**config.mk**
```make
export PLATFORM = sky130hd
export DESIGN_NAME = sign_restore_out
export DESIGN_NICKNAME = d
export VERILOG_FILES = /design/src/rtl/sign_restore_out.sv
export SDC_FILE = /design/constraint.sdc
export NUM_CORES = 1
export LEC_CHECK = 0
export CORE_ASPECT_RATIO = 0.8
export CORE_MARGIN = 2
export CORE_UTILIZATION = 42
export DETAILED_ROUTE_END_ITERATION = 10
export PLACE_DENSITY = 0.76
export SLEW_MARGIN = 5
export SYNTH_ARGS = -nofsm -noshare
export SYNTH_HDL_FRONTEND = slang
export SYNTH_SLANG_ARGS = --single-unit
```
**constraint.sdc**
```tcl
create_clock -name clk -period 1.8 [get_ports clk]
set_clock_uncertainty 0.05 [all_clocks]
set_input_delay 0.18 -clock clk [delete_from_list [all_inputs] [get_ports clk]]
set_output_delay 0.18 -clock clk [all_outputs]
set_load 0.01 [all_outputs]
```
**src/rtl/sign_restore_out.sv**
```systemverilog
// Output stage of the signed multiplier: queues product signs at operand load
// and applies them to the unsigned magnitudes returned by the multiplier core.
module sign_restore_out #(
  parameter int WIDTH = 12,
  parameter int DEPTH = 4
) (
  input  logic               clk,
  input  logic               reset,
  input  logic               enable,
  input  logic               x_sign,
  input  logic               y_sign,
  input  logic               sign_push,
  input  logic [2*WIDTH-1:0] mag_in,
  input  logic               mag_valid,
  output logic [2*WIDTH-1:0] p_out,
  output logic               p_valid,
  output logic               full,
  output logic               empty,
  output logic               err_overflow,
  output logic               err_underflow
);

  localparam int MW = 2 * WIDTH;
  localparam int PW = (DEPTH > 1) ? $clog2(DEPTH) : 1;
  localparam int CW = $clog2(DEPTH + 1);

  localparam logic [MW-1:0] MAG_ONE = {{(MW-1){1'b0}}, 1'b1};
  localparam logic [PW-1:0] PTR_ONE = {{(PW-1){1'b0}}, 1'b1};
  localparam logic [CW-1:0] CNT_ONE = {{(CW-1){1'b0}}, 1'b1};
  localparam logic [CW-1:0] CNT_FULL = CW'(DEPTH);

  logic             sign_mem_r [DEPTH];
  logic [PW-1:0]    wr_ptr_r;
  logic [PW-1:0]    rd_ptr_r;
  logic [CW-1:0]    count_r;
  logic [MW-1:0]    p_out_r;
  logic             p_valid_r;
  logic             err_ovf_r;
  logic             err_unf_r;

  logic             clear_s;
  logic             empty_s;
  logic             full_s;
  logic             pop_ok_s;
  logic             push_ok_s;
  logic             pop_sign_s;
  logic [CW-1:0]    count_nxt_s;
  logic [MW-1:0]    signed_mag_s;

  // Queue status, push/pop qualification and sign application.
  always_comb begin
    clear_s      = reset | ~enable;
    empty_s      = (count_r == {CW{1'b0}});
    full_s       = (count_r == CNT_FULL);
    // A pop frees a slot in the same edge, so a push on a full queue still lands.
    pop_ok_s     = mag_valid & ~empty_s;
    push_ok_s    = sign_push & (~full_s | pop_ok_s);
    pop_sign_s   = sign_mem_r[rd_ptr_r];
    signed_mag_s = pop_sign_s ? (~mag_in + MAG_ONE) : mag_in;
    case ({push_ok_s, pop_ok_s})
      2'b10:   count_nxt_s = count_r + CNT_ONE;
      2'b01:   count_nxt_s = count_r - CNT_ONE;
      default: count_nxt_s = count_r;
    endcase
  end

  // Sign storage; contents need no clear since count gates every read.
  always_ff @(posedge clk) begin
    if (push_ok_s && !clear_s) begin
      sign_mem_r[wr_ptr_r] <= x_sign ^ y_sign;
    end
  end

  // Pointers, occupancy, product register and sticky error flags.
  always_ff @(posedge clk) begin
    if (clear_s) begin
      wr_ptr_r  <= {PW{1'b0}};
      rd_ptr_r  <= {PW{1'b0}};
      count_r   <= {CW{1'b0}};
      p_out_r   <= {MW{1'b0}};
      p_valid_r <= 1'b0;
      err_ovf_r <= 1'b0;
      err_unf_r <= 1'b0;
    end else begin
      wr_ptr_r  <= push_ok_s ? (wr_ptr_r + PTR_ONE) : wr_ptr_r;
      rd_ptr_r  <= pop_ok_s ? (rd_ptr_r + PTR_ONE) : rd_ptr_r;
      count_r   <= count_nxt_s;
      p_out_r   <= pop_ok_s ? signed_mag_s : p_out_r;
      p_valid_r <= pop_ok_s;
      err_ovf_r <= err_ovf_r | (sign_push & full_s & ~pop_ok_s);
      err_unf_r <= err_unf_r | (mag_valid & empty_s);
    end
  end

  assign p_out         = p_out_r;
  assign p_valid       = p_valid_r;
  assign full          = (count_r == CNT_FULL);
  assign empty         = (count_r == {CW{1'b0}});
  assign err_overflow  = err_ovf_r;
  assign err_underflow = err_unf_r;

endmodule

```
==> out/results.ini <==
[route]
firstDrtPassIters = 4
drt-initial-drc-count = 66
drc_errors = 0
avgViaCountPerCell = 5.10
wl_um = 5470
vias = 1954
wire_per_inst_um = 14.3
final_antenna_net_count = 0

[worst_hold_path]
holdPathEnd = p_out[18]
holdCritStartpoint = mag_in[18]
whs_path_depth = 4
hp-class = in -> reg

[cts]
cts_buffers = 5
ctsHoldBuffers = 0
cts-root-buf = clkbuf_8
clock_latency_ns = 0.30
cts_tree = done
path_clk_slew_ns = 0.08
cts_buffer_depth = 2
cts_sinks = 40
htree_levels = 2

[die]
io_pins = 60
core_area_mm2 = 0.00454
die_w_um = 80.6
start_util_pct = 43.4
die_area_mm2 = 0.00526
dieHeight_um = 65.2
row_count = 22

[critical_path]
r2r_start = sign_mem_r[3]
cp-end-kind = register
r2r_end = p_out[14]
criticalPathCategory = in -> reg
crit_required_ns = 1.95
r2r_cells = 5
cp-start-kind = primary input
cp.arrival_ns = 1.98
cp-startpoint = mag_in[1]
r2r_slack_ns = 0.03
cp_max_fo = 4

[global_routing]
grt-ovfl-total = 0
gr-usage-all-layers_pct = 20.9
grt_pass1_wl_um = 8450
grt_start_max_net_pins = 19
grt_pass1_vias = 1838
antenna_found_initial = 0

[yosys]
async_flop_share_pct = 0
yosysUniqueCellTypes = 35
synth_top_area_share_pct = 36.6
synth_area_mm2 = 0.00197
synth_nets = 256
yosys-top-cells-area = dfxtp_1 (37%), xor2_1 (9.8%), edfxtp_1 (6.1%)
postSynthCellCount = 219
synth-edff-count = 4
synthFlopType = dfxtp_1
yosysWarningCount = 0
ys_seq_area_share_pct = 42.7
synth_top_area_cell = dfxtp_1
synth_seq_cells = 40
syn_area_per_cell_um2 = 8.99

[sta]
fmax_mhz = 548
worst_pin_slew_ns = 0.584
setup_ws_ns = -0.0256
slew_headroom_pct = 61.0
grt_setup_unrepaired = true
setup_tns_ns = -0.0464
report.final.slew_viol_count = 0
finalSetupViolCount = 3
finalHoldViolCount = 0
layout_min_cycle_time_ns = 1.83
period_share_pct = 101

[pwr]
vdd_ir_drop_max_mv = 0.356
leakage_nw = 1.29
p_per_area_mw_per_mm2 = 627

[cells_and_area]
diodes = 0
fillers = 372
final_layout_size_suffix_gt1_share_pct = 24.5
utilization_pct = 70.2
area_growth_pct = 61.9
nets = 359

[outcome]
status = complete, but fails checks
violations = setup timing

[placement]
portBuffers = 59
gp_congestion = 0.786
dpl.hpwl_um = 3800
preCtsSetupSlack_ns = -0.468

[flow_run]
cap_violations = 0

how the worst max path moves through the flow:
stage	depth (start not counted)	to	slack [ns]
after detailed placement	8	p_out[18]	-0.47
after global routing	9	p_out[20]	-0.12
after floorplan	7	count_r[2]	0.005
final	9	p_out[20]	-0.03
after CTS	8	p_out[18]	-0.02
after global placement	6	p_out[23]	-0.36
cells in the final DEF, fill, tap and decap left out, types with 4 or more instances in the layout:
cell and n:
o21ai_0 16, a21oi_1 9, o21ai_1 8, a211oi_1 7
and3_1 5, nor2_1 20, o31ai_2 4, edfxtp_1 4
clkbuf_8 6, xnor2_1 6, inv_1 10, xor2_1 22
ha_1 4, nand2_1 25, clkdlybuf4s50_1 51, dfxtp_1 34
buf_4 46
power by group:
part	switching [mW]	internal, mW	leakage, nW	total [mW]
logic	0.196	0.217	0.917	0.412
clock network	0.336	0.311	0.0477	0.647
registers	0.0155	0.924	0.328	0.940
total	0.547	1.45	1.29	2.00
synthesized netlist by cell type, types with 2 or more instances:
master,n
ha_1,5
nand3_1,3
o21ai_1,5
a211oi_1,7
nand2b_1,2
inv_1,10
or4_4,2
o31ai_1,6
nor2_1,21
nor2b_1,3
a21oi_1,9
nand2_1,25
xor2_1,22
edfxtp_1,4
xnor2_1,6
nor3_1,2
o21ai_0,19
o41ai_1,2
clkbuf_1,10
nor4_2,2
dfxtp_1,36
and3_1,5
layer usage:
layer	part of all wire, %	vias up	wire, um	GRT usage [%]
met1	45	911	2440	26.0
li1	-	968	-	-
met3	5.5	11	300	4.81
met5	0	-	0	0
met4	2.4	0	131	9.53
met2	48	64	2600	34.3
area by class of cell:
type                       instances  area (um2)  area share, %
multi-input combinational        159        1180           37.2
timing repair buffer             106         951           29.8
sequential                        40         843           26.5
clock buffer                       6        82.6           2.59
tap                               60        75.1           2.35
inverter                          10        37.5           1.18
clock inverter                     2        13.8          0.432
critical path, cell delays in order:
cell and delay (ns):
clkdlybuf4s50_1 0.43, inv_1 0.09, ha_2 0.17, nor3b_4 0.25, nand4_1 0.16, buf_4 0.21, o31ai_2 0.23, xor2_1 0.18
o21ai_1 0.07
cell families after synthesis:
logic type               after synthesis  synth area share (%)
AND/OR/NAND/NOR                       72                  18.6
flip-flops                            40                  42.7
XOR/XNOR                              28                  12.5
multiplexers                           2                  1.65
adder cells (fa/ha/maj)                6                  4.19
buffers and inverters                 20                  3.81
AO/OA/AOI/OAI                         51                  16.6
registers in the layout, summed over array words and instances (netlist names), named ones only:
| register | flops |
|---|---|
| p_out | 24 |
| sign_mem_r | 4 |
| count_r | 3 |
| rd_ptr_r | 2 |
| wr_ptr_r | 2 |
| err_overflow | 1 |
| err_underflow | 1 |
| p_valid | 1 |
repair_timing:
| action | in CTS | in global routing |
|---|---|---|
| setup buffers | 0 | 6 |
| pin swaps | 7 | 9 |
| gates resized for setup | 15 | 21 |
| endpoints found under the setup margin | 15 | 18 |
metrics by stage:
stage | cell area [um2] | hold WS [ns] | total power [mW] | cells
after floorplan | 1970 | 0.266 | 1.12 | 219
after global placement | 2910 | 0.385 | 1.33 | 369
after detailed placement | 2910 | 0.395 | 1.34 | 369
after CTS | 3050 | 0.361 | 1.98 | 377
after global routing | 3190 | 0.374 | 2.10 | 383
final | 3190 | 0.357 | 2.00 | 383
Note: power is estimated with default switching activity, not from simulation.
